File: src/rtl/decode_rename_queue_pkg.sv
`default_nettype none
// ============================================================================
// Module : decode_rename_queue_pkg
// Brief  : Shared widths and bundle type for the Decode->Rename queue.
// Rev    : 1.0  initial release
// ============================================================================
package decode_rename_queue_pkg;

    localparam int c_DEC_PKT_WIDTH = 16;
    localparam int c_BRANCH_COUNT  = 3;
    localparam int c_BUNDLE_SLOTS  = 4;
    localparam int c_BUNDLE_W      = c_BUNDLE_SLOTS * c_DEC_PKT_WIDTH + c_BRANCH_COUNT;

    typedef struct packed {
        logic [c_BUNDLE_SLOTS-1:0][c_DEC_PKT_WIDTH-1:0] pkt;
        logic [c_BRANCH_COUNT-1:0]                      bc;
    } bundle_t;

endpackage
`default_nettype wire

File: src/rtl/decode_rename_queue_if.sv
`default_nettype none
// ============================================================================
// Module : decode_rename_queue_if
// Brief  : Decode-side and Rename-side handshake bundle for the rename queue.
// Rev    : 1.0  initial release
// ============================================================================
interface decode_rename_queue_if
    import decode_rename_queue_pkg::*;
#(
    parameter int PKT_W     = c_DEC_PKT_WIDTH,
    parameter int BC_W      = c_BRANCH_COUNT,
    parameter int DEPTH_LOG = 2
);
    logic                      flush_i;
    logic                      decodeReady_i;
    logic [PKT_W-1:0]          decodedPacket0_i;
    logic [PKT_W-1:0]          decodedPacket1_i;
    logic [PKT_W-1:0]          decodedPacket2_i;
    logic [PKT_W-1:0]          decodedPacket3_i;
    logic [BC_W-1:0]           branchCount_i;
    logic                      stall_o;
    logic                      renameStall_i;
    logic                      renameReady_o;
    logic [PKT_W-1:0]          renamePacket0_o;
    logic [PKT_W-1:0]          renamePacket1_o;
    logic [PKT_W-1:0]          renamePacket2_o;
    logic [PKT_W-1:0]          renamePacket3_o;
    logic [BC_W-1:0]           renameBranchCount_o;
    logic [DEPTH_LOG:0]        occupancy_o;
    logic [BC_W+DEPTH_LOG-1:0] branchesQueued_o;

    modport master (
        output flush_i, decodeReady_i, decodedPacket0_i, decodedPacket1_i,
               decodedPacket2_i, decodedPacket3_i, branchCount_i, renameStall_i,
        input  stall_o, renameReady_o, renamePacket0_o, renamePacket1_o,
               renamePacket2_o, renamePacket3_o, renameBranchCount_o,
               occupancy_o, branchesQueued_o
    );

    modport slave (
        input  flush_i, decodeReady_i, decodedPacket0_i, decodedPacket1_i,
               decodedPacket2_i, decodedPacket3_i, branchCount_i, renameStall_i,
        output stall_o, renameReady_o, renamePacket0_o, renamePacket1_o,
               renamePacket2_o, renamePacket3_o, renameBranchCount_o,
               occupancy_o, branchesQueued_o
    );
endinterface
`default_nettype wire

File: src/rtl/decode_rename_queue_bundle_fifo_ctrl.sv
`default_nettype none
// ============================================================================
// Module : decode_rename_queue_bundle_fifo_ctrl
// Brief  : Head/tail pointers, occupancy count and push/pop qualification.
// Rev    : 1.0  initial release
// ============================================================================
module decode_rename_queue_bundle_fifo_ctrl #(
    parameter int DEPTH     = 4,
    parameter int DEPTH_LOG = 2
) (
    input  wire logic                 clk,
    input  wire logic                 reset,
    input  wire logic                 flush,
    input  wire logic                 push_req,
    input  wire logic                 pop_req,
    output logic                      push,
    output logic                      pop,
    output logic [DEPTH_LOG-1:0]      head_ptr,
    output logic [DEPTH_LOG-1:0]      tail_ptr,
    output logic [DEPTH_LOG:0]        count,
    output logic                      full,
    output logic                      empty
);
    localparam logic [DEPTH_LOG:0] c_FULL = DEPTH[DEPTH_LOG:0];

    logic [DEPTH_LOG-1:0] r_head;
    logic [DEPTH_LOG-1:0] r_tail;
    logic [DEPTH_LOG:0]   r_count;

    // full/empty come from registered count only, so stall has no input path
    assign full     = (r_count == c_FULL);
    assign empty    = (r_count == '0);
    assign push     = push_req & ~full & ~flush;
    assign pop      = pop_req & ~empty & ~flush;
    assign head_ptr = r_head;
    assign tail_ptr = r_tail;
    assign count    = r_count;

    // Power-of-two depth: pointer overflow is the DEPTH-1 -> 0 wrap
    always_ff @(posedge clk) begin
        if (reset || flush) begin
            r_head  <= '0;
            r_tail  <= '0;
            r_count <= '0;
        end else begin
            if (push) r_tail <= r_tail + DEPTH_LOG'(1);
            if (pop)  r_head <= r_head + DEPTH_LOG'(1);
            if (push && !pop)      r_count <= r_count + (DEPTH_LOG+1)'(1);
            else if (pop && !push) r_count <= r_count - (DEPTH_LOG+1)'(1);
        end
    end

    always_ff @(posedge clk) begin
        if (!reset) begin
            assert (r_count <= c_FULL);
            assert (!(pop && empty));
        end
    end

endmodule
`default_nettype wire

File: src/rtl/decode_rename_queue.sv
`default_nettype none
// ============================================================================
// Module : decode_rename_queue
// Brief  : Bundle FIFO between the Decode latch and Rename, with branch tally.
// Rev    : 1.0  initial release
// ============================================================================
module decode_rename_queue
    import decode_rename_queue_pkg::*;
#(
    parameter int DEPTH     = 4,
    parameter int DEPTH_LOG = 2,
    parameter int PKT_W     = c_DEC_PKT_WIDTH,
    parameter int BC_W      = c_BRANCH_COUNT
) (
    input  wire logic             clk,
    input  wire logic             reset,
    decode_rename_queue_if.slave  bus
);
    localparam int c_BQ_W = BC_W + DEPTH_LOG;

    logic [3:0][PKT_W-1:0] r_pkt [DEPTH];
    logic [BC_W-1:0]       r_bc  [DEPTH];
    logic [c_BQ_W-1:0]     r_bq;

    logic                  w_push;
    logic                  w_pop;
    logic [DEPTH_LOG-1:0]  w_head;
    logic [DEPTH_LOG-1:0]  w_tail;
    logic [DEPTH_LOG:0]    w_count;
    logic                  w_full;
    logic                  w_empty;
    logic [BC_W-1:0]       w_head_bc;
    logic [c_BQ_W-1:0]     w_bq_next;
    logic [c_BQ_W-1:0]     w_stored_sum;

    decode_rename_queue_bundle_fifo_ctrl #(
        .DEPTH     (DEPTH),
        .DEPTH_LOG (DEPTH_LOG)
    ) u_ctrl (
        .clk      (clk),
        .reset    (reset),
        .flush    (bus.flush_i),
        .push_req (bus.decodeReady_i),
        .pop_req  (~bus.renameStall_i),
        .push     (w_push),
        .pop      (w_pop),
        .head_ptr (w_head),
        .tail_ptr (w_tail),
        .count    (w_count),
        .full     (w_full),
        .empty    (w_empty)
    );

    always_ff @(posedge clk) begin
        if (w_push) begin
            r_pkt[w_tail] <= {bus.decodedPacket3_i, bus.decodedPacket2_i,
                              bus.decodedPacket1_i, bus.decodedPacket0_i};
            r_bc[w_tail]  <= bus.branchCount_i;
        end
    end

    assign w_head_bc = r_bc[w_head];
    assign w_bq_next = r_bq
                     + (w_push ? c_BQ_W'(bus.branchCount_i) : '0)
                     - (w_pop  ? c_BQ_W'(w_head_bc)         : '0);

    always_ff @(posedge clk) begin
        if (reset || bus.flush_i) r_bq <= '0;
        else                      r_bq <= w_bq_next;
    end

    assign bus.stall_o             = w_full;
    assign bus.renameReady_o       = ~w_empty;
    assign bus.renamePacket0_o     = r_pkt[w_head][0];
    assign bus.renamePacket1_o     = r_pkt[w_head][1];
    assign bus.renamePacket2_o     = r_pkt[w_head][2];
    assign bus.renamePacket3_o     = r_pkt[w_head][3];
    assign bus.renameBranchCount_o = w_head_bc;
    assign bus.occupancy_o         = w_count;
    assign bus.branchesQueued_o    = r_bq;

    // Sum of branch counts over live entries; only feeds the consistency check
    always_comb begin
        w_stored_sum = '0;
        for (int i = 0; i < DEPTH; i++) begin
            if ({1'b0, DEPTH_LOG'(DEPTH_LOG'(i) - w_head)} < w_count)
                w_stored_sum = w_stored_sum + c_BQ_W'(r_bc[i]);
        end
    end

    always_ff @(posedge clk) begin
        if (!reset) assert (r_bq == w_stored_sum);
    end

endmodule
`default_nettype wire
File: src/flat_wrapper.sv
// flat-port wrapper written by rule: the top's interface ports become plain ports
module decode_rename_queue_flat import decode_rename_queue_pkg::*;
#(
    parameter int DEPTH     = 4,
    parameter int DEPTH_LOG = 2,
    parameter int PKT_W     = c_DEC_PKT_WIDTH,
    parameter int BC_W      = c_BRANCH_COUNT
)
  (clk, reset, bus_flush_i, bus_decodeReady_i, bus_decodedPacket0_i, bus_decodedPacket1_i, bus_decodedPacket2_i, bus_decodedPacket3_i, bus_branchCount_i, bus_renameStall_i, bus_stall_o, bus_renameReady_o, bus_renamePacket0_o, bus_renamePacket1_o, bus_renamePacket2_o, bus_renamePacket3_o, bus_renameBranchCount_o, bus_occupancy_o, bus_branchesQueued_o);
  decode_rename_queue_if #(.PKT_W(PKT_W), .BC_W(BC_W), .DEPTH_LOG(DEPTH_LOG)) bus_i ();
  input  wire logic clk;
  input  wire logic reset;
  input wire logic [$bits(bus_i.flush_i)-1:0] bus_flush_i;
  input wire logic [$bits(bus_i.decodeReady_i)-1:0] bus_decodeReady_i;
  input wire logic [$bits(bus_i.decodedPacket0_i)-1:0] bus_decodedPacket0_i;
  input wire logic [$bits(bus_i.decodedPacket1_i)-1:0] bus_decodedPacket1_i;
  input wire logic [$bits(bus_i.decodedPacket2_i)-1:0] bus_decodedPacket2_i;
  input wire logic [$bits(bus_i.decodedPacket3_i)-1:0] bus_decodedPacket3_i;
  input wire logic [$bits(bus_i.branchCount_i)-1:0] bus_branchCount_i;
  input wire logic [$bits(bus_i.renameStall_i)-1:0] bus_renameStall_i;
  output wire logic [$bits(bus_i.stall_o)-1:0] bus_stall_o;
  output wire logic [$bits(bus_i.renameReady_o)-1:0] bus_renameReady_o;
  output wire logic [$bits(bus_i.renamePacket0_o)-1:0] bus_renamePacket0_o;
  output wire logic [$bits(bus_i.renamePacket1_o)-1:0] bus_renamePacket1_o;
  output wire logic [$bits(bus_i.renamePacket2_o)-1:0] bus_renamePacket2_o;
  output wire logic [$bits(bus_i.renamePacket3_o)-1:0] bus_renamePacket3_o;
  output wire logic [$bits(bus_i.renameBranchCount_o)-1:0] bus_renameBranchCount_o;
  output wire logic [$bits(bus_i.occupancy_o)-1:0] bus_occupancy_o;
  output wire logic [$bits(bus_i.branchesQueued_o)-1:0] bus_branchesQueued_o;
  assign bus_i.flush_i = bus_flush_i;
  assign bus_i.decodeReady_i = bus_decodeReady_i;
  assign bus_i.decodedPacket0_i = bus_decodedPacket0_i;
  assign bus_i.decodedPacket1_i = bus_decodedPacket1_i;
  assign bus_i.decodedPacket2_i = bus_decodedPacket2_i;
  assign bus_i.decodedPacket3_i = bus_decodedPacket3_i;
  assign bus_i.branchCount_i = bus_branchCount_i;
  assign bus_i.renameStall_i = bus_renameStall_i;
  assign bus_stall_o = bus_i.stall_o;
  assign bus_renameReady_o = bus_i.renameReady_o;
  assign bus_renamePacket0_o = bus_i.renamePacket0_o;
  assign bus_renamePacket1_o = bus_i.renamePacket1_o;
  assign bus_renamePacket2_o = bus_i.renamePacket2_o;
  assign bus_renamePacket3_o = bus_i.renamePacket3_o;
  assign bus_renameBranchCount_o = bus_i.renameBranchCount_o;
  assign bus_occupancy_o = bus_i.occupancy_o;
  assign bus_branchesQueued_o = bus_i.branchesQueued_o;
  decode_rename_queue #(.DEPTH(DEPTH), .DEPTH_LOG(DEPTH_LOG), .PKT_W(PKT_W), .BC_W(BC_W)) u_core (.clk(clk), .reset(reset), .bus(bus_i));
endmodule
File: config.mk
export PLATFORM = sky130hd
export DESIGN_NAME = decode_rename_queue_flat
export DESIGN_NICKNAME = d
export VERILOG_FILES = /design/src/rtl/decode_rename_queue_pkg.sv /design/src/rtl/decode_rename_queue_if.sv /design/src/rtl/decode_rename_queue_bundle_fifo_ctrl.sv /design/src/rtl/decode_rename_queue.sv /design/src/flat_wrapper.sv
export SDC_FILE = /design/constraint.sdc
export NUM_CORES = 1
export LEC_CHECK = 0
export BUFFER_PORTS_ARGS = -buffer_cell sky130_fd_sc_hd__buf_2
export CORE_ASPECT_RATIO = 1.5
export CORE_MARGIN = 1
export CORE_UTILIZATION = 47
export DETAILED_ROUTE_END_ITERATION = 10
export PLACE_DENSITY_LB_ADDON = 0.25
export SLEW_MARGIN = 20
export SYNTH_ARGS = -nofsm -noshare
export SYNTH_HDL_FRONTEND = slang
export SYNTH_SLANG_ARGS = --single-unit
File: constraint.sdc
create_clock -name clk -period 3.8 [get_ports clk]
set_clock_uncertainty 0.15 [all_clocks]
set_input_delay 0.38 -clock clk [delete_from_list [all_inputs] [get_ports clk]]
set_output_delay 0.38 -clock clk [all_outputs]
set_load 0.02 [all_outputs]
-- Yosys cells after proc, flatten, opt, wreduce, memory -nomap -nowiden
Memories as Yosys holds them, arrays and structs flattened. A register that Yosys moved wholly into a read port is not among the register bits.
Cells that the tools add are included.
Widths: inputs -> output; s select.
- bits in registers: 12
- RAM bits: 268
- bits of input ports: 72
- output and inout bits: 77
- logic and storage cells: 38
- memories: 2
- $add $sub $neg: 6
- equal/unequal tests: 1
- muxes and demuxes: 10
- bitwise operators: 8
- reduce and logical (&&, ||, !) cells: 7
- memory list (memory ; depth ; bits a word ; read ports ; clocked after memory_dff ; wr ports ; RTL line ; RTL):
    u_core.r_pkt ; 4 ; 64 ; 1 ; 1 ; 1 ; decode_rename_queue.sv:21 ; logic [3:0][PKT_W-1:0] r_pkt [DEPTH];
    u_core.r_bc ; 4 ; 3 ; 1 ; 1 ; 1 ; decode_rename_queue.sv:22 ; logic [BC_W-1:0] r_bc [DEPTH];
- operator list (kind ; number):
    $mux 3 ; 4
    $mux 2 ; 4
    $add 5x5->5 ; 1
    $sub 5x5->5 ; 1
    $add 2x1->2 const B ; 2
    $and 1x1->1 ; 4
    $not 1->1 ; 4
    $add 3x1->3 const B ; 1
    $eq 3x3->1 const B ; 1
    $logic_not 3->1 ; 1
    $sub 3x1->3 const B ; 1
    $logic_and 1x1->1 ; 2
    $logic_not 1->1 ; 2
    $mux 1 ; 2
    $reduce_bool 2->1 ; 1
    $logic_or 1x1->1 ; 1

-- Depth between registers and ports, before layout
Gate-level depths: netlist of the first run.
- depth after elaboration: 8
- gate-level depth with buffers: 10
- depth with buffers taken out: 10

-- By module
Synthesis of the first run repeated with hierarchy kept, for this count alone.
- cells, all modules: 444
- area, all modules: 10563.9 sq um
- by module, submodules not included (module ; times used ; cells each ; area each (sq um) ; seq. area each (sq um)):
    decode_rename_queue ; 1 ; 404 ; 10203.5 ; 8147.8
    decode_rename_queue_bundle_fifo_ctrl ; 1 ; 40 ; 360.3 ; 140.1

-- Worst setup path before layout of the first run
Ideal clock, no wire load.
- path kind: register to register
- start: reg u_core.u_ctrl.r_count[0] (netlist: u_core.u_ctrl.count[0])
- end: mem u_core.r_bc[0][0] (netlist name), enable pin
- library setup time: 0.432 ns
- arrival: 2.754 ns
- required time: 3.218 ns
- slack: 0.464 ns
- cell stages (with the launch flop): 4
- buffers on the path: 0
- clock period less this slack: 3.336 ns
- cell sequence: dfxtp_1 nor3b_2 nor3_1 and2_1
- word-level cells in the longest chain between the ends: 6
- ends and longest elaborated chain (what ; RTL line ; RTL):
    from (decl) ; decode_rename_queue_bundle_fifo_ctrl.sv:28 ; logic [DEPTH_LOG:0] r_count;
    from (signal assigned) ; decode_rename_queue_bundle_fifo_ctrl.sv:48 ; if (push && !pop) r_count <= r_count + (DEPTH_LOG+1)'(1);
    from (signal assigned) ; decode_rename_queue_bundle_fifo_ctrl.sv:49 ; else if (pop && !push) r_count <= r_count - (DEPTH_LOG+1)'(1);
    $eq 3x3->1 ; decode_rename_queue_bundle_fifo_ctrl.sv:31 ; assign full = (r_count == c_FULL);
    via bus_stall_o ; flat_wrapper.sv:21 ; output wire logic [$bits(bus_i.stall_o)-1:0] bus_stall_o;
    $not 1->1 ; decode_rename_queue_bundle_fifo_ctrl.sv:33 ; assign push = push_req & ~full & ~flush;
    $and 1x1->1 (2 in a row) ; decode_rename_queue_bundle_fifo_ctrl.sv:33 ;
    $mux 1 ; decode_rename_queue.sv:55 ; if (w_push) begin
    $mux 1 (implied by the code) ; decode_rename_queue.sv:58 ; r_bc[w_tail] <= bus.branchCount_i;
    to (decl) ; decode_rename_queue.sv:22 ;
The timed path passes the listed nets, and every way through them passes these cells.

==> results.py, run 1 <==
metrics = {
    "global_routing": {
        "grt_max_degree": 41,
        "grt_usage_pct": 16.8,
        "grt_pass1_wl_um": 30000,
        "overflow": 0,
        "grt_pass1_vias": 5652,
        "antenna_found_initial": 0,
    },
    "synth": {
        "synth_top_family_by_area": "multiplexers",
        "synth-xor-area-share_pct": 0.331,
        "muxShareOfSynthArea_pct": 14.5,
        "synthAdderAreaFrac_pct": 1.94,
        "ys_warn_count": 0,
        "syn-cell-area_mm2": 0.0106,
        "yosys_most_used_dff": "edfxtp_1",
        "synth_nets": 531,
        "syn_area_per_cell_um2": 23.8,
        "yosysTopAreaCell": "edfxtp_1",
        "post-synth-top-count-cell": "edfxtp_1",
        "ys_types": 31,
        "yosysSeqAreaShare_pct": 78.6,
        "synth.top_cell.area_share_pct": 75.9,
        "yosys_register_bits": 282,
        "synth_simple_gate_area_share_pct": 1.72,
        "synthTopCellsByArea": "edfxtp_1 (76%), mux4_2 (13%), dfxtp_1 (2.6%), ha_1 (1.2%), buf_12 (1.1%)",
        "synth_common_cells": "edfxtp_1 (268), mux4_2 (63), dfxtp_1 (14)",
        "synth_edf_count": 268,
        "async_reset_ff_share_pct": 0,
        "syn_inst": 445,
        "synth_compound_area_share_pct": 0.815,
    },
    "cts": {
        "clock_sinks": 282,
        "post_cts_buffers": 0,
        "cts-buffers-inserted": 26,
        "clockRootBuffer": "clkbuf_16",
        "holdBufCountCts": 68,
        "clk_latency_ns": 0.52,
        "clk_pin_slew_worst_paths_ns": 0.06,
        "cts_tree": "yes",
        "cts_buffer_depth": 3,
        "h-tree-depth": 1,
        "cts_resized": 0,
    },
    "route": {
        "first_pass_iters": 4,
        "wl_per_cell_um": 20.0,
        "via_count": 5126,
        "drt-initial-drc-count": 281,
        "drc": 0,
        "avgViaCountPerCell": 5.27,
        "ant_nets": 0,
        "routed_wl_um": 19400,
    },
    "pwr": {
        "ir_worst_vdd_v": 0.000339,
        "power_mw": 6.74,
        "leakage_nw": 4.55,
        "p_per_area_mw_per_mm2": 509,
    },
    "setup_path": {
        "cp.required_ns": 3.27,
        "ff2ff_setup_slack_ns": 0.90,
        "cp-end-kind": "output port",
        "r2r_start": "u_core.u_ctrl.count[0]",
        "path_max_fanout": 40,
        "cp-start-kind": "register",
        "timing.rr.end": "u_core.bus.branchesQueued_o[3]",
        "endpoint": "bus_renamePacket3_o[15]",
        "path_class": "register to output port",
        "reg2reg_depth": 8,
        "crit_arrival_ns": 2.44,
    },
    "final_layout": {
        "nFillCells": 1537,
        "fin_area_mm2": 0.0133,
        "layout.cells.non_filler": 972,
        "antennaDiodeCount": 0,
        "nets": 766,
        "layout-area-overhead-vs-synth_pct": 25.0,
        "drive_gt1_share_pct": 38.3,
        "fin_util_pct": 60.5,
    },
    "timing": {
        "finalSetupViolCount": 0,
        "maxSlewHeadroom_pct": 45.6,
        "rsz0062_at_grt": "no",
        "setup_ws_ns": 0.827,
        "hold_ws_ns": 0.0568,
        "hold_violations": 0,
        "fin_crit_sh_pct": 78.2,
        "worst_pin_slew_ns": 0.815,
        "final-max-slew-violation-count": 0,
        "min_period_ns": 2.97,
        "setup_tns_ns": 0,
        "fmax_mhz": 336,
    },
    "job": {
        "maxCapViolations": 0,
    },
    "placed_design": {
        "dp_hpwl_um": 11600,
        "gp_congestion": 0.778,
        "place_area_mm2": 0.0116,
        "pre_cts_ws_ns": 0.918,
        "port-buffer-count": 148,
        "numPlacedInstances": 856,
    },
    "floorplanning": {
        "fp.dieH_um": 186,
        "core-area_mm2": 0.0219,
        "initial_core_util_pct": 48.4,
        "io_pins": 149,
        "num_rows": 66,
        "die-area_mm2": 0.0232,
        "die_w_um": 125,
    },
    "outcome": {
        "status": "finished, final reports clean",
    },
    "worst_hold_path": {
        "hold_path_class": "input port to register",
        "min_from": "bus_renameStall_i",
    },
}
how the worst min path moves through the flow:
stage                           endpoint  slack (ns)  depth (start not counted)
4_1_cts                         register        0.04                          3
5_1_grt        u_core.u_ctrl.head_ptr[0]        0.06                          3
6_report                        register        0.06                          3
3_3_place_gp                    register        0.32                          2
2_1_floorplan                   register        0.31                          2
3_5_place_dp                    register        0.33                          2
per-layer routing:
metal | part of all wire (%) | global-route usage (%) | vias up | routed length, um
met5 | 0 | 0 | - | 0
met4 | 2.1 | 5.30 | 0 | 408
met3 | 5.1 | 3.33 | 32 | 984
met2 | 55 | 31.0 | 145 | 10600
met1 | 38 | 19.8 | 2623 | 7430
li1 | - | - | 2326 | -
cell type report:
cell class / instances / area [um^2] / share of cell area (%)
inverters: 13 / 48.8 / 0.368
clock buffers: 30 / 697 / 5.26
well taps: 272 / 340 / 2.57
repair buffers: 223 / 1520 / 11.5
multi-input cells: 134 / 2050 / 15.5
clock inverters: 18 / 251 / 1.90
flip-flops and latches: 282 / 8340 / 62.9
report_power, final:
group	switching, mW	total [mW]	internal, mW
clock	1.09	2.82	1.73
sequential	0.0216	3.48	3.46
combinational	0.242	0.442	0.200
total	1.35	6.74	5.39
worst max-delay path, cell delays in order (launching register included):
cell,delay [ns]
dfxtp_4,0.38
buf_4,0.64
mux4_1,0.70
buf_2,0.19
cells in the final DEF (no fill, tap or decap), types with 5 or more instances in the layout:
cell type      count
buf_2            148
ha_1              10
clkbuf_16         27
and2_1             6
a21oi_1            9
edfxtp_1         268
inv_1             13
dfxtp_1           12
bufinv_16          6
mux4_2            63
dlygate4sd3_1     68
o21ai_0            5
cell families (layout without fill, tap and decap cells):
logic type               after synthesis  after routing
AO/OA/AOI/OAI                         16             16
multiplexers                          68             68
adder cells (fa/ha/maj)               14             14
buffers and inverters                 29            284
AND/OR/NAND/NOR                       32             32
flip-flops                           282            282
XOR/XNOR                               4              4
registers in the layout, indices dropped and copies added (netlist names), named ones only:
signal / count
u_core.bus.branchesQueued_o: 5
u_core.r_bc: 12
u_core.r_pkt: 256
u_core.u_ctrl.count: 3
u_core.u_ctrl.head_ptr: 2
u_core.u_ctrl.tail_ptr: 2
No activity file was read; power rests on OpenSTA's default activity.
==> run 2, diff against run 1 <==
==> constraint.sdc (replaced) <==
create_clock -name clk -period 2.7 [get_ports clk]
set_clock_uncertainty 0.15 [all_clocks]
set_input_delay 0.27 -clock clk [delete_from_list [all_inputs] [get_ports clk]]
set_output_delay 0.27 -clock clk [all_outputs]
set_load 0.02 [all_outputs]
==> results.py, run 2 (synthesized netlist as in run 1, its figures left out) <==
metrics = {
    "pwr": {
        "pwr-share-comb_pct": 7.1,
        "ir_worst_vdd_v": 0.000394,
        "pwr-share-seq_pct": 54.6,
        "p_sw_share_pct": 20.6,
        "clockPowerShare_pct": 38.3,
        "p_int_mw": 7.13,
        "power_switching_mw": 1.85,
        "p_per_area_mw_per_mm2": 675,
        "leakage_nw": 4.56,
    },
    "timing": {
        "fin_crit_sh_pct": 95.9,
        "hold_violations": 0,
        "worst_pin_slew_ns": 0.779,
        "finalSetupViolCount": 0,
        "maxSlewHeadroom_pct": 48.0,
        "fmax_mhz": 386,
        "setup_tns_ns": 0,
        "rsz0062_at_grt": "no",
        "final-max-slew-violation-count": 0,
        "min_period_ns": 2.59,
    },
    "route": {
        "wl_per_cell_um": 20.0,
        "avgViaCountPerCell": 5.26,
        "via_count": 5169,
        "drc": 0,
        "ant_nets": 0,
        "routed_wl_um": 19600,
        "drt-initial-drc-count": 211,
        "first_pass_iters": 4,
    },
    "floorplanning": {
        "fp.dieH_um": 186,
        "num_rows": 66,
        "io_pins": 149,
        "initial_core_util_pct": 48.4,
        "core-area_mm2": 0.0219,
        "die_w_um": 125,
        "die-area_mm2": 0.0232,
    },
    "global_routing": {
        "grt_usage_pct": 17.0,
        "grt_pass1_wl_um": 30300,
        "grt_pass1_vias": 5643,
        "antenna_found_initial": 1,
        "grt_max_degree": 52,
        "overflow": 0,
    },
    "job": {
        "maxCapViolations": 0,
    },
    "final_layout": {
        "drive_gt1_share_pct": 39.3,
        "final_cell_mix": "edfxtp_1 (268), buf_2 (148), dlygate4sd3_1 (71), mux4_2 (65), clkbuf_16 (25)",
        "largest-register": "u_core.r_pkt",
        "nets": 778,
        "fin_util_pct": 60.8,
        "largest_reg_flops": 256,
        "layout_commonest_cell": "edfxtp_1",
        "layout-area-overhead-vs-synth_pct": 25.5,
    },
    "setup_path": {
        "path_class": "register to register",
        "cp-start-kind": "register",
        "path_max_fanout": 6,
        "crit_arrival_ns": 2.84,
        "cp.required_ns": 2.95,
        "cp-end-kind": "register",
    },
    "cts": {
        "clk_pin_slew_worst_paths_ns": 0.07,
        "cts_tree": "yes",
        "h-tree-depth": 1,
        "clockRootBuffer": "clkbuf_16",
        "cts-buffers-inserted": 25,
        "clk_latency_ns": 0.51,
        "cts_buffer_depth": 3,
        "post_cts_buffers": 0,
        "clock_sinks": 282,
    },
    "placed_design": {
        "gp_congestion": 0.761,
        "port-buffer-count": 148,
        "dp_hpwl_um": 12000,
    },
    "outcome": {
        "status": "finished, final reports clean",
    },
    "worst_hold_path": {
        "hold_path_class": "input port to register",
    },
}
-- run 2: cell types whose count changed in the layout (fill, tap and decap cells not counted), moves of 2 or more --
cell,delta
buf_4,+3
buf_12,+6
mux4_1,-2
bufinv_16,-4
clkbuf_16,-2
clkinv_2,+3
mux4_2,+2
clkbuf_8,+2
dlygate4sd3_1,+3
-- run 2: area by class of cell --
type	count	area (um^2)
repair buffers	236	1710
clock buffers	29	671
clock inverters	16	133
diodes	1	2.50
flip-flops and latches	282	8340
inverters	13	48.8
well taps	272	340
multi-input cells	134	2060
fillers	1572	8580
-- run 2: final timing paths --
check                                          startpoint                        endpoint  slack [ns]  cells after the start
worst max-delay path                             register  u_core.bus.branchesQueued_o[4]        0.11                      9
worst min-delay path                          bus_flush_i       u_core.u_ctrl.tail_ptr[1]        0.08                      3
worst max register to register                   register  u_core.bus.branchesQueued_o[4]        0.11                      9
worst min register to register  u_core.u_ctrl.head_ptr[1]                        register        0.37                      2
-- run 2: critical path, stage by stage (launching register included) --
cell and delay (ns):
dfxtp_4 0.41, mux4_2 0.54, and2_1 0.18, ha_1 0.26, inv_1 0.04, ha_1 0.22, fa_2 0.41, nand3_1 0.10
a21o_1 0.12, a21oi_1 0.05
-- run 2: timing repair --
action / 4_1_cts / 5_1_grt
setup endpoints to repair: 37 / 29
hold buffers: 71 / 0
resized for setup: 1 / 4
cloned: 0 / 0
hold endpoints to repair: 275 / 0
-- run 2: metal layers --
metal	GRT usage, %	routed length [um]	part of all wire, %	up-vias
met4	5.54	396	2.0	0
met3	2.39	794	4.0	29
met5	0	0	0	-
met1	19.9	7560	39	2670
li1	-	-	-	2345
met2	32.1	10900	55	125
-- run 2: per-stage QoR --
step,power (mW),hold WS (ns),worst slack [ns],cells,instance area [um^2]
floorplan,5.32,0.219,0.0221,445,10600
global placement,5.53,0.329,0.114,866,11800
detailed placement,5.56,0.338,0.0125,866,11800
CTS,9.08,0.0439,0.00591,982,13300
global route,9.26,0.117,0.00160,983,13300
finish,8.98,0.0759,0.110,983,13300
-- run 2: power groups by stage --
stage | combinational, mW | clock, mW | sequential (mW)
after floorplan | 0.319 | 0 | 5.01
after global placement | 0.540 | 0 | 4.99
after detailed placement | 0.558 | 0 | 5.00
after CTS | 0.644 | 3.54 | 4.90
after global routing | 0.688 | 3.67 | 4.91
final | 0.636 | 3.44 | 4.90
==> run 3, diff against run 2 <==
--- a/config.mk
+++ b/config.mk
@@ -5,10 +5,11 @@
 export SDC_FILE = /design/constraint.sdc
 export NUM_CORES = 1
 export LEC_CHECK = 0
+export ABC_AREA = 1
 export BUFFER_PORTS_ARGS = -buffer_cell sky130_fd_sc_hd__buf_2
 export CORE_ASPECT_RATIO = 1.5
-export CORE_MARGIN = 1
-export CORE_UTILIZATION = 47
+export CORE_MARGIN = 2
+export CORE_UTILIZATION = 50
 export DETAILED_ROUTE_END_ITERATION = 10
 export PLACE_DENSITY_LB_ADDON = 0.25
 export SLEW_MARGIN = 20
==> results.py, run 3 <==
metrics = {
    "global_routing": {
        "grt_max_degree": 68,
        "grt_pass1_vias": 7116,
        "overflow": 0,
        "grt_usage_pct": 19.4,
        "antenna_found_initial": 1,
        "grt_pass1_wl_um": 36000,
    },
    "setup_path": {
        "cp-end-kind": "output port",
        "crit_arrival_ns": 2.11,
        "cp-start-kind": "register",
        "reg2reg_depth": 12,
        "path_class": "register to output port",
        "path_max_fanout": 62,
        "ff2ff_setup_slack_ns": 0.20,
        "r2r_start": "u_core.u_ctrl.count[0]",
        "timing.rr.end": "u_core.bus.branchesQueued_o[4]",
        "cp.required_ns": 2.28,
    },
    "placed_design": {
        "port-buffer-count": 148,
        "place_area_mm2": 0.0119,
        "gp_congestion": 0.838,
        "dp_hpwl_um": 12500,
    },
    "synth": {
        "yosysTopAreaCell": "edfxtp_1",
        "ys_warn_count": 0,
        "syn_area_per_cell_um2": 14.1,
        "synth_edf_count": 268,
        "syn_inst": 779,
        "syn-cell-area_mm2": 0.0109,
        "yosys_most_used_dff": "edfxtp_1",
        "post-synth-top-count-cell": "edfxtp_1",
        "synth_nets": 865,
        "synthTopCellsByArea": "edfxtp_1 (74%), o21ai_0 (5.9%), nor2_1 (5.1%), o22ai_1 (3.1%), dfxtp_1 (2.6%)",
        "yosysSeqAreaShare_pct": 76.1,
        "yosys_register_bits": 282,
        "synth_common_cells": "edfxtp_1 (268), nor2_1 (148), o21ai_0 (129)",
        "synth.top_cell.area_share_pct": 73.5,
        "ys_types": 25,
        "async_reset_ff_share_pct": 0,
    },
    "final_layout": {
        "final_cell_mix": "edfxtp_1 (268), buf_2 (148), nor2_1 (144), o21ai_0 (129), dlygate4sd3_1 (70)",
        "largest_reg_flops": 256,
        "largest-register": "u_core.r_pkt",
        "drive_gt1_share_pct": 22.2,
        "fin_area_mm2": 0.0134,
        "layout-area-overhead-vs-synth_pct": 22.7,
        "nets": 1083,
        "layout_commonest_cell": "edfxtp_1",
        "fin_util_pct": 62.1,
    },
    "cts": {
        "clk_latency_ns": 0.51,
        "cts_buffer_depth": 3,
        "h-tree-depth": 1,
        "cts_tree": "yes",
        "cts-buffers-inserted": 25,
        "post_cts_buffers": 0,
        "clockRootBuffer": "clkbuf_16",
        "clk_pin_slew_worst_paths_ns": 0.06,
        "clock_sinks": 282,
    },
    "job": {
        "maxCapViolations": 0,
    },
    "pwr": {
        "p_per_area_mw_per_mm2": 667,
        "leakage_nw": 4.86,
        "ir_worst_vdd_v": 0.000623,
    },
    "route": {
        "drc": 0,
        "avgViaCountPerCell": 5.39,
        "first_pass_iters": 5,
        "routed_wl_um": 22800,
        "wl_per_cell_um": 17.7,
        "via_count": 6945,
        "ant_nets": 0,
        "drt-initial-drc-count": 510,
    },
    "floorplanning": {
        "num_rows": 66,
        "die_w_um": 125,
        "io_pins": 149,
        "core-area_mm2": 0.0216,
        "fp.dieH_um": 185,
        "die-area_mm2": 0.0231,
        "initial_core_util_pct": 50.6,
    },
    "worst_hold_path": {
        "hold_path_class": "input port to register",
        "min_from": "bus_flush_i",
        "hold_path_depth": 6,
    },
    "timing": {
        "rsz0062_at_grt": "no",
        "hold_violations": 0,
        "worst_pin_slew_ns": 0.635,
        "hold_ws_ns": 0.0275,
        "finalSetupViolCount": 0,
        "fin_crit_sh_pct": 93.7,
        "min_period_ns": 2.53,
        "fmax_mhz": 395,
        "maxSlewHeadroom_pct": 57.6,
        "final-max-slew-violation-count": 0,
    },
    "outcome": {
        "status": "finished, final reports clean",
    },
}
==> run 3: where the power goes <==
| part | total [mW] | internal, mW | leakage (nW) | switching [mW] |
|---|---|---|---|---|
| Combinational | 0.666 | 0.258 | 1.94 | 0.408 |
| Sequential | 4.91 | 4.88 | 2.55 | 0.0284 |
| Clock | 3.37 | 1.88 | 0.372 | 1.49 |
| Total | 8.95 | 7.03 | 4.86 | 1.93 |
==> run 3: critical path, cell delays in order, from the launching register on <==
cell	delay (ns)
dfxtp_4	0.40
inv_6	0.10
buf_4	0.51
o21ai_0	0.16
o22ai_1	0.21
buf_2	0.21
==> run 3: worst max path at each step <==
stage,start,end,slack (ns),cells after the start
floorplan,u_core.u_ctrl.count[0],u_core.r_bc[0][0],-0.64,4
global placement,u_core.u_ctrl.count[0],u_core.bus.branchesQueued_o[4],0.29,12
detailed placement,u_core.u_ctrl.count[0],u_core.bus.branchesQueued_o[4],0.19,12
CTS,register,bus_renamePacket0_o[8],0.09,5
global route,register,bus_renamePacket2_o[7],0.02,5
finish,register,bus_renamePacket0_o[0],0.17,5
==> run 3: timing repair <==
| action | in CTS | in global routing |
|---|---|---|
| endpoints found under the setup margin | 0 | 19 |
| hold endpoints to repair | 274 | 0 |
| gates resized for setup | 0 | 4 |
| hold buffers | 70 | 0 |
==> run 3: cell families after synthesis <==
kind of cell    Yosys count  share of synthesized area [%]
buf+inv                  77                           4.01
compound gates          211                           10.9
xor+xnor                  1                         0.0800
simple gates            194                           7.02
flops                   282                           76.1
fa+ha+maj                14                           1.87
==> run 3: area by class of cell <==
cell class                 instances  area [um^2]
clock buffer                      28          637
sequential                       282         8330
clock inverter                    17          133
multi-input combinational        420         2220
antenna                            1         2.50
timing repair buffer             234         1640
tap                              272          340
inverter                          34          133
fill                            1647         8210
==> run 3: routing by layer <==
metal	vias to the layer above	global-route usage [%]	wire length, um
li1	3298	-	-
met1	3423	22.6	8950
met2	183	36.5	12300
met3	41	2.83	1040
met4	0	6.93	581
met5	-	0	0
==> run 3: stage by stage <==
step           total power, mW  setup slack [ns]  std cells  TNS (ns)
6_report                  8.95             0.169       1288         0
5_1_grt                   9.25            0.0169       1288         0
4_1_cts                   9.02            0.0936       1287         0
3_5_place_dp              5.59             0.186       1172         0
3_3_place_gp              5.58             0.291       1172         0
2_1_floorplan             5.35            -0.635        779   -170.21
